## config.mk

```make
export PLATFORM = sky130hd
export DESIGN_NAME = lpf_frame_ctrl
export DESIGN_NICKNAME = d
export VERILOG_FILES = /design/src/rtl/lpf_frame_ctrl.sv
export SDC_FILE = /design/constraint.sdc
export NUM_CORES = 1
export LEC_CHECK = 0
export ABC_AREA = 1
export CORE_ASPECT_RATIO = 0.9
export CORE_MARGIN = 4
export CORE_UTILIZATION = 54
export DETAILED_ROUTE_END_ITERATION = 12
export PLACE_DENSITY = 0.77
export SLEW_MARGIN = 30
export SYNTH_ARGS = -nofsm -noshare
export SYNTH_HDL_FRONTEND = slang
export SYNTH_SLANG_ARGS = --single-unit
export TNS_END_PERCENT = 20
```

## constraint.sdc

```tcl
create_clock -name i_clk -period 2.35 [get_ports i_clk]
set_clock_uncertainty 0.1 [all_clocks]
set_input_delay 0.235 -clock i_clk [delete_from_list [all_inputs] [get_ports i_clk]]
set_output_delay 0.235 -clock i_clk [all_outputs]
set_load 0.05 [all_outputs]
```

## src/rtl/lpf_frame_ctrl.sv

```systemverilog
// Frame sequencer for the RGB565 Gaussian low-pass filter: gates the filter
// enable, issues flushes at end of frame and on abort, counts pixels in and
// out, and reports completion, stall and desync/overrun errors.
module lpf_frame_ctrl #(
  parameter  int LINE_LENGTH  = 480,
  parameter  int LINE_COUNT   = 480,
  parameter  int FLUSH_CYCLES = 2,
  parameter  int TIMEOUT      = 65535,
  localparam int FRAME_PIXELS = LINE_LENGTH * LINE_COUNT,
  localparam int CW           = $clog2(FRAME_PIXELS + 1)
) (
  input  logic          i_clk,
  input  logic          i_rstn,
  input  logic          i_start,
  input  logic          i_abort,
  input  logic          i_clear,
  input  logic          i_lpf_rd,
  input  logic          i_obuf_rd,
  input  logic          i_lpf_error,
  output logic          o_enable,
  output logic          o_flush,
  output logic          o_busy,
  output logic          o_done,
  output logic          o_err,
  output logic [1:0]    o_err_code,
  output logic [CW-1:0] o_in_count,
  output logic [CW-1:0] o_out_count
);

  localparam int TW = $clog2(TIMEOUT + 1);

  localparam logic [CW-1:0] FP_FULL  = CW'(FRAME_PIXELS);
  localparam logic [CW-1:0] FP_LAST  = CW'(FRAME_PIXELS - 1);
  localparam logic [TW-1:0] TMO_LAST = TW'(TIMEOUT - 1);
  localparam logic [3:0]    FC_LAST  = 4'(FLUSH_CYCLES - 1);

  localparam logic [1:0] ERR_NONE    = 2'b00;
  localparam logic [1:0] ERR_DESYNC  = 2'b01;
  localparam logic [1:0] ERR_STALL   = 2'b10;
  localparam logic [1:0] ERR_OVERRUN = 2'b11;

  typedef enum logic [2:0] {
    S_IDLE  = 3'd0,
    S_RUN   = 3'd1,
    S_FLUSH = 3'd2,
    S_DRAIN = 3'd3,
    S_DONE  = 3'd4,
    S_ABORT = 3'd5,
    S_ERROR = 3'd6
  } state_t;

  state_t        state_q, state_d;
  logic [CW-1:0] in_q, in_d;
  logic [CW-1:0] out_q, out_d;
  logic [TW-1:0] tmo_q, tmo_d;
  logic [3:0]    fc_q, fc_d;
  logic [1:0]    code_q, code_d;

  logic          enable_q, flush_q, busy_q, done_q, err_q;

  logic          active;
  logic          timed;
  logic          strobe;
  logic          in_sat, out_sat;
  logic          in_fin, out_fin;
  logic [1:0]    err_cause;

  assign active  = (state_q == S_RUN) || (state_q == S_FLUSH) || (state_q == S_DRAIN);
  assign timed   = (state_q == S_RUN) || (state_q == S_DRAIN);
  assign strobe  = i_lpf_rd || i_obuf_rd;
  assign in_sat  = (in_q == FP_FULL);
  assign out_sat = (out_q == FP_FULL);
  assign in_fin  = i_lpf_rd && (in_q == FP_LAST);
  assign out_fin = i_obuf_rd && (out_q == FP_LAST);

  // Error cause for this cycle, ranked desync > overrun > stall timeout
  always_comb begin
    err_cause = ERR_NONE;
    if (active) begin
      if (i_lpf_error) begin
        err_cause = ERR_DESYNC;
      end else if (i_lpf_rd && (state_q != S_RUN)) begin
        err_cause = ERR_OVERRUN;
      end else if (timed && !strobe && (tmo_q == TMO_LAST)) begin
        err_cause = ERR_STALL;
      end
    end
  end

  // Next-state, counter and error-code logic
  always_comb begin
    state_d = state_q;
    in_d    = in_q;
    out_d   = out_q;
    tmo_d   = tmo_q;
    fc_d    = fc_q;
    code_d  = code_q;

    // Pixel counters run only while a frame is in flight and saturate at a full frame
    if (active) begin
      if (i_lpf_rd && !in_sat) begin
        in_d = in_q + CW'(1);
      end
      if (i_obuf_rd && !out_sat) begin
        out_d = out_q + CW'(1);
      end
    end

    // Idle-progress timer: counts in RUN/DRAIN, any strobe restarts it
    if (timed) begin
      tmo_d = strobe ? '0 : tmo_q + TW'(1);
    end else begin
      tmo_d = '0;
    end

    case (state_q)
      S_IDLE: begin
        if (i_start) begin
          in_d    = '0;
          out_d   = '0;
          tmo_d   = '0;
          state_d = S_RUN;
        end
      end
      S_RUN, S_FLUSH, S_DRAIN: begin
        if (err_cause != ERR_NONE) begin
          code_d  = err_cause;
          state_d = S_ERROR;
        end else if (i_abort) begin
          fc_d    = '0;
          state_d = S_ABORT;
        end else begin
          case (state_q)
            S_RUN: begin
              if (in_fin) begin
                fc_d    = '0;
                state_d = S_FLUSH;
              end
            end
            S_FLUSH: begin
              if (fc_q == FC_LAST) begin
                state_d = S_DRAIN;
              end else begin
                fc_d = fc_q + 4'd1;
              end
            end
            default: begin
              // DRAIN: a frame already fully delivered leaves on the first cycle
              if (out_sat || out_fin) begin
                state_d = S_DONE;
              end
            end
          endcase
        end
      end
      S_DONE: begin
        state_d = S_IDLE;
      end
      S_ABORT: begin
        if (fc_q == FC_LAST) begin
          state_d = S_IDLE;
        end else begin
          fc_d = fc_q + 4'd1;
        end
      end
      S_ERROR: begin
        if (i_clear) begin
          state_d = S_IDLE;
        end
      end
      default: begin
        state_d = S_IDLE;
      end
    endcase
  end

  // State, counters and error code
  always_ff @(posedge i_clk or negedge i_rstn) begin
    if (!i_rstn) begin
      state_q <= S_IDLE;
      in_q    <= '0;
      out_q   <= '0;
      tmo_q   <= '0;
      fc_q    <= '0;
      code_q  <= ERR_NONE;
    end else begin
      state_q <= state_d;
      in_q    <= in_d;
      out_q   <= out_d;
      tmo_q   <= tmo_d;
      fc_q    <= fc_d;
      code_q  <= code_d;
    end
  end

  // Registered status outputs decoded from the upcoming state
  always_ff @(posedge i_clk or negedge i_rstn) begin
    if (!i_rstn) begin
      enable_q <= 1'b0;
      flush_q  <= 1'b0;
      busy_q   <= 1'b0;
      done_q   <= 1'b0;
      err_q    <= 1'b0;
    end else begin
      enable_q <= (state_d == S_RUN) || (state_d == S_FLUSH) || (state_d == S_DRAIN);
      flush_q  <= (state_d == S_FLUSH) || (state_d == S_ABORT) || (state_d == S_ERROR);
      busy_q   <= (state_d != S_IDLE);
      done_q   <= (state_d == S_DONE);
      err_q    <= (state_d == S_ERROR);
    end
  end

  assign o_enable    = enable_q;
  assign o_flush     = flush_q;
  assign o_busy      = busy_q;
  assign o_done      = done_q;
  assign o_err       = err_q;
  assign o_err_code  = code_q;
  assign o_in_count  = in_q;
  assign o_out_count = out_q;

endmodule

```

==> results of run 1 <==
## kinds of logic after synthesis
| group | share of synthesized area |
|---|---|
| buf+inv | 0.08983 |
| flops | 0.4131 |
| fa+ha+maj | 0.02504 |
| compound gates | 0.1011 |
| xor+xnor | 0.02629 |
| simple gates | 0.3446 |
## layout by cell type, fill, tap and decap left out, drive strengths merged, types with 2 or more instances in the layout
cell type and n:
buf 8, nand3 40, a31oi 2, o211ai 3, xnor2 2, clkdlybuf4s50 49, dfrtp 66, nor3 30
clkinv 4, nand2 136, a211oi 2, xor2 10, a21oi 36, ha 8, nor2 83, o21ai 31
or2 2, inv 85, nand4 12, clkbuf 10, clkinvlp 2
## layer usage
metal / part of all wire / vias to the layer above
met2: 0.47 / 121
met4: 0.015 / 0
met5: 0 / -
li1: - / 1920
met1: 0.46 / 1775
met3: 0.053 / 15
## layout make-up
| cell class | instances | area [um^2] |
|---|---|---|
| clock buffers | 10 | 137.6 |
| clock inverters | 6 | 42.54 |
| flip-flops and latches | 66 | 1652 |
| inverters | 85 | 321.6 |
| repair buffers | 58 | 570.5 |
| well taps | 93 | 116.4 |
| multi-input cells | 402 | 1998 |
| fillers | 638 | 2273 |
## flip-flops by register name, summed over array words and instances, names as in the netlist
name         flops
fc_q             4
state_q          3
o_err_code       2
o_done           1
o_err            1
o_flush          1
o_enable         1
tmo_q           16
o_in_count      18
o_out_count     18
o_busy           1
## through the flow
stage	utilization	setup WS [ns]	area [um^2]	cells	total power, mW
after floorplan	-	0.1059	3998	560	2.866
after global placement	0.6520	0.2529	4637	703	3.407
after detailed placement	0.6520	0.2151	4637	703	3.451
after CTS	0.6787	0.2560	4827	720	4.350
after global routing	0.6803	0.005949	4838	720	4.638
final	0.6803	0.2581	4838	720	4.326
## repair_timing
item | 4_1_cts | 5_1_grt
hold buffers | 1 | 0
endpoints found under the hold margin | 12 | 0
endpoints found under the setup margin | 0 | 4
resized for setup | 0 | 3
## worst paths after layout
check | from | end | slack (ns) | cells past startpoint
min in group i_clk | tmo_q[11] | tmo_q[12] | 0.39 | 1
max in group asynchronous | i_rstn | o_busy | 1.33 | 3
min | i_rstn | o_in_count[5] | 0.22 | 2
max reg2reg | o_out_count[0] | o_out_count[13] | 0.26 | 14
max | o_out_count[0] | o_out_count[13] | 0.26 | 14
min reg2reg | tmo_q[11] | tmo_q[12] | 0.39 | 1
## power breakdown
group | switching (mW) | leakage [nW] | internal [mW]
clock network | 0.465 | 0.0882 | 0.411
logic | 1.33 | 1.23 | 0.616
registers | 0.202 | 0.895 | 1.30
total | 2.00 | 2.22 | 2.33
==> flow_metrics.py, run 1 <==
metrics = {
    "yosys": {
        "syn-instance-count": 560,
        "synth_enable_flop_cells": 0,
        "postSynthNetCount": 576,
        "synth_common_cells": "sky130_fd_sc_hd__nand2_1, sky130_fd_sc_hd__inv_1, sky130_fd_sc_hd__nor2_1",
        "synth.avg_cell_area_um2": 7.139,
        "synth_top_flop_cell": "sky130_fd_sc_hd__dfrtp_1",
        "post_synth_instance_area_um2": 3998,
        "asyncSetResetFlopFracSynth": 1.000,
        "number_of_storage_elements_in_the_synthesis_netlist": 66,
        "ys_seq_area_frac": 0.4131,
        "synth.yosys.warnings": 0,
        "cell_with_the_most_instances_after_synthesis": "sky130_fd_sc_hd__nand2_1",
        "yosys.area.top_type": "sky130_fd_sc_hd__dfrtp_1",
        "portion_of_synthesized_cell_area_occupied_by_the_leading_cell_type": 0.4131,
        "post_synth_num_cell_types": 36,
        "synth.area.top_cells": "sky130_fd_sc_hd__dfrtp_1, sky130_fd_sc_hd__nand2_1, sky130_fd_sc_hd__inv_1",
    },
    "global_routing": {
        "grt.met1_usage": 0.3001,
        "grt.met3_usage": 0.04170,
        "first_global_vias": 3660,
        "groute.layer.met2.usage": 0.3917,
        "grt_overall_usage": 0.2306,
        "most_crowded_layer_gr": "met2",
        "antenna_found_initial": 0,
        "grt_remaining_overflow": 0,
        "pin_count_of_the_biggest_net_entering_global_routing": 34,
        "global_route_wire_length_before_repair_um": 16560,
    },
    "critical_path": {
        "setup.worst_path.end_class": "flip-flop",
        "critPathBufInv": 3,
        "required_ns": 2.48,
        "critPathMaxStageDelay_ns": 0.39,
        "crit_path_max_fanout": 9,
        "arrival_ns": 2.22,
        "timing.setup.critical_path_class": "flip-flop to flip-flop",
        "worstPathCellList": "inv_1 > ha_1 > inv_1 > nor2_1 > nand2_1 > nor2_1 > nand3_1 > nand2_2 > inv_2 > nand3_2 > nor2_2 > nand2_1 > o21ai_1 > a21oi_1",
        "startpoint_type": "flip-flop",
        "critical-path-top-delay-family": "simple AND/OR/NAND/NOR gates",
        "critical_path.slowest_cell": "sky130_fd_sc_hd__dfrtp_1",
    },
    "timing": {
        "hold-worst-slack_ns": 0.2166,
        "tns_ns": 0,
        "hold_violations": 0,
        "max_clock_freq_ghz": 0.4780,
        "rsz0062_at_grt": "no",
        "final_min_period_over_clock_period": 0.8902,
        "report.final.setup_viol": 0,
        "post-route-min-period_ns": 2.092,
        "final_max_slew_viol_count": 0,
        "worstMarginPinSlew_ns": 0.5172,
        "tightest_slew_margin_relative_to_the_limit": 0.6541,
    },
    "clock_tree": {
        "cts_setup_buffers": 0,
        "h_tree_level_count": 3,
        "tritoncts.num_buffers": 9,
        "cts-root-to-sink-buffers": 2,
        "clock_tree_from_tritoncts": "built",
        "clock-root-buffer": "sky130_fd_sc_hd__clkbuf_8",
        "cts.reportedPaths.clkPinSlew_ns": 0.07,
        "clk-insertion-delay-late_ns": 0.35,
        "clock_sink_count": 66,
    },
    "drt": {
        "drt_drc_violations_left": 0,
        "wire_per_inst_um": 13.19,
        "ant_nets": 0,
        "vias": 3831,
        "wirelength_um": 9494,
        "firstDrtPassIters": 4,
        "drt_iter0_drc": 175,
        "detail_route.vias_per_cell": 5.321,
    },
    "finish": {
        "nets": 638,
        "antenna_cells": 0,
        "post_route_cells_drive_above_1_share": 0.08134,
        "synthToLayoutAreaGrowth_pct": 21.03,
    },
    "floorplanning": {
        "die_area_um2": 8846,
        "die_height_um": 89.63,
        "floorplan.die.width_um": 98.70,
        "row_cnt": 29,
        "io_pins": 51,
        "initial_core_util": 0.5621,
        "coreArea_um2": 7112,
    },
    "pwr": {
        "peakVddDrop_uv": 836.0,
        "power.leakage_nw": 2.215,
        "power.density_nw_per_um2": 894.1,
    },
    "status": {
        "status": "complete, no violations",
    },
    "min_path": {
        "worst_hold_check_path_type": "input pin to asynchronous set/reset pin",
    },
    "place": {
        "portbufs": 50,
        "detailedPlacementHpwl_um": 7107,
        "finalWeightedCongestion": 0.9173,
    },
    "run": {
        "timing.max_cap.violations": 0,
    },
}
Power figures use the tool's default switching activity.
==> inputs of run 2 (changes only) <==
--- a/config.mk
+++ b/config.mk
@@ -6,12 +6,13 @@
 export NUM_CORES = 1
 export LEC_CHECK = 0
 export ABC_AREA = 1
+export ABC_CLOCK_PERIOD_IN_PS = 2350
+export CAP_MARGIN = 20
 export CORE_ASPECT_RATIO = 0.9
 export CORE_MARGIN = 4
 export CORE_UTILIZATION = 54
 export DETAILED_ROUTE_END_ITERATION = 12
 export PLACE_DENSITY = 0.77
-export SLEW_MARGIN = 30
 export SYNTH_ARGS = -nofsm -noshare
 export SYNTH_HDL_FRONTEND = slang
 export SYNTH_SLANG_ARGS = --single-unit
==> results of run 2 <==
Same layout as run 1: the final DEF is identical, and so are final timing and power.
==> inputs of run 3 (changes only) <==
--- a/config.mk
+++ b/config.mk
@@ -10,9 +10,9 @@
 export CAP_MARGIN = 20
 export CORE_ASPECT_RATIO = 0.9
 export CORE_MARGIN = 4
-export CORE_UTILIZATION = 54
+export CORE_UTILIZATION = 53
 export DETAILED_ROUTE_END_ITERATION = 12
-export PLACE_DENSITY = 0.77
+export PLACE_DENSITY = 0.76
 export SYNTH_ARGS = -nofsm -noshare
 export SYNTH_HDL_FRONTEND = slang
 export SYNTH_SLANG_ARGS = --single-unit
==> flow_metrics.py, run 3 (synthesis results as in run 1) <==
metrics = {
    "global_routing": {
        "antenna_found_initial": 0,
        "grt_overall_usage": 0.2297,
        "first_global_vias": 3654,
        "pin_count_of_the_biggest_net_entering_global_routing": 27,
        "grt_remaining_overflow": 0,
        "global_route_wire_length_before_repair_um": 17010,
    },
    "timing": {
        "tns_ns": 0,
        "tightest_slew_margin_relative_to_the_limit": 0.6310,
        "worst_slack_ns": 0.2142,
        "rsz0062_at_grt": "no",
        "hold_violations": 0,
        "max_clock_freq_ghz": 0.4682,
        "post-route-min-period_ns": 2.136,
        "worstMarginPinSlew_ns": 0.5536,
        "report.final.setup_viol": 0,
        "final_max_slew_viol_count": 0,
        "final_min_period_over_clock_period": 0.9089,
    },
    "finish": {
        "antenna_cells": 0,
        "leading_cell_types_in_the_layout_fill_and_taps_excluded": "sky130_fd_sc_hd__nand2_1, sky130_fd_sc_hd__inv_1, sky130_fd_sc_hd__nor2_1",
        "nets": 637,
        "stdcell_count": 719,
        "ff_latch_area_um2": 1652,
        "synthToLayoutAreaGrowth_pct": 21.31,
        "multi_input_comb_area_um2": 1992,
        "final_common_cell": "sky130_fd_sc_hd__nand2_1",
        "num-fill-cells": 620,
        "post_route_cells_drive_above_1_share": 0.07668,
        "layout.cell_area.non_filler_um2": 4850,
    },
    "critical_path": {
        "timing.setup.critical_path_class": "flip-flop to flip-flop",
        "required_ns": 2.48,
        "worstPathCellList": "inv_1 > ha_1 > inv_1 > nor2_1 > nand2_1 > nor2_1 > nand3_1 > nand2_2 > inv_2 > nand3_2 > nor2_2 > nand2_1 > o21ai_1 > a21oi_1",
        "critical_path.slowest_cell": "sky130_fd_sc_hd__dfrtp_1",
        "startpoint_type": "flip-flop",
        "arrival_ns": 2.27,
        "critPathBufInv": 3,
        "setup.worst_path.end_class": "flip-flop",
        "critPathMaxStageDelay_ns": 0.40,
        "crit_path_max_fanout": 9,
        "critical-path-top-delay-family": "simple AND/OR/NAND/NOR gates",
    },
    "clock_tree": {
        "cts.reportedPaths.clkPinSlew_ns": 0.08,
        "clock-root-buffer": "sky130_fd_sc_hd__clkbuf_8",
        "cts_setup_buffers": 0,
        "cts-root-to-sink-buffers": 2,
        "clock_tree_from_tritoncts": "built",
        "clk-insertion-delay-late_ns": 0.35,
        "clock_sink_count": 66,
        "tritoncts.num_buffers": 9,
        "h_tree_level_count": 3,
    },
    "floorplanning": {
        "die_height_um": 90.39,
        "coreArea_um2": 7184,
        "row_cnt": 29,
        "io_pins": 51,
        "initial_core_util": 0.5564,
        "die_area_um2": 8998,
        "floorplan.die.width_um": 99.55,
    },
    "min_path": {
        "worst_hold_check_path_type": "input pin to asynchronous set/reset pin",
    },
    "drt": {
        "routedLengthMet1_um": 4505,
        "wire_per_inst_um": 13.53,
        "drt_drc_violations_left": 0,
        "wl_met3_um": 643,
        "wirelength_um": 9726,
        "highest_metal_used": "met4",
        "detail_route.vias_per_cell": 5.291,
        "firstDrtPassIters": 5,
        "ant_nets": 0,
        "detailroute.wirelength.met2_um": 4489,
        "vias": 3804,
        "drt_iter0_drc": 210,
    },
    "place": {
        "detailedPlace.worstSlack_ns": 0.1338,
        "postPlaceCellArea_um2": 4617,
        "detailedPlacementHpwl_um": 7259,
        "finalWeightedCongestion": 0.9478,
        "placed_cells": 702,
        "portbufs": 50,
    },
    "run": {
        "timing.max_cap.violations": 0,
    },
    "pwr": {
        "peakVddDrop_uv": 426.9,
        "finalPower_mw": 4.496,
        "power.leakage_nw": 2.222,
        "power.density_nw_per_um2": 927.1,
    },
    "status": {
        "status": "complete, no violations",
    },
}
==> run 3: changes by cell type in the layout (fill, tap and decap cells not counted), sizes merged <==
cell / delta
bufinv: +2
clkbuf: -1
buf: -1
clkinv: -1
==> run 3: layout make-up <==
cell class | count | area share
clock inverters | 7 | 0.01935
multi-input cells | 402 | 0.4107
repair buffers | 57 | 0.1135
flip-flops and latches | 66 | 0.3406
clock buffers | 9 | 0.02554
well taps | 93 | 0.02399
inverters | 85 | 0.06631
==> run 3: final timing paths <==
check / to / slack [ns] / startpoint / depth (start not counted)
worst min-delay path: o_in_count[7] / 0.31 / i_rstn / 2
worst max-delay path: o_out_count[11] / 0.21 / o_out_count[0] / 14
min in group i_clk: o_err_code[0] / 0.38 / o_err_code[0] / 2
worst max register to register: o_out_count[11] / 0.21 / o_out_count[0] / 14
worst min register to register: o_err_code[0] / 0.38 / o_err_code[0] / 2
max in group asynchronous: tmo_q[4] / 1.10 / i_rstn / 3
==> run 3: stage by stage <==
step                hold slack [ns]    util
detailed placement           0.1609  0.6426
floorplan                   -0.1606       -
global placement             0.1497  0.6426
CTS                          0.3279  0.6743
global route                 0.3673  0.6750
finish                       0.3067  0.6750
==> run 3: report_power, final <==
group | internal, mW | switching, mW | leakage [nW]
Combinational | 0.604 | 1.32 | 1.22
Sequential | 1.30 | 0.198 | 0.895
Clock | 0.595 | 0.478 | 0.105
Total | 2.50 | 2.00 | 2.22
==> run 3: timing repair <==
| action | in CTS | in global routing |
|---|---|---|
| gates resized for setup | 0 | 1 |
| hold buffers | 1 | 0 |
| endpoints found under the hold margin | 23 | 0 |
| endpoints found under the setup margin | 0 | 5 |
==> run 3: metal layers <==
metal,GRT usage,vias up
met4,0.06030,0
met1,0.3284,1758
met5,0,-
met2,0.3579,121
met3,0.04247,9
li1,-,1916
==> run 3: worst register-to-register path, delay by kind of cell (launching register included) <==
family,cells,cell delay [ns]
AO/OA/AOI/OAI,2,0.18
adder cells (fa/ha/maj),1,0.20
buffers and inverters,3,0.29
flip-flops,1,0.40
AND/OR/NAND/NOR,8,0.85
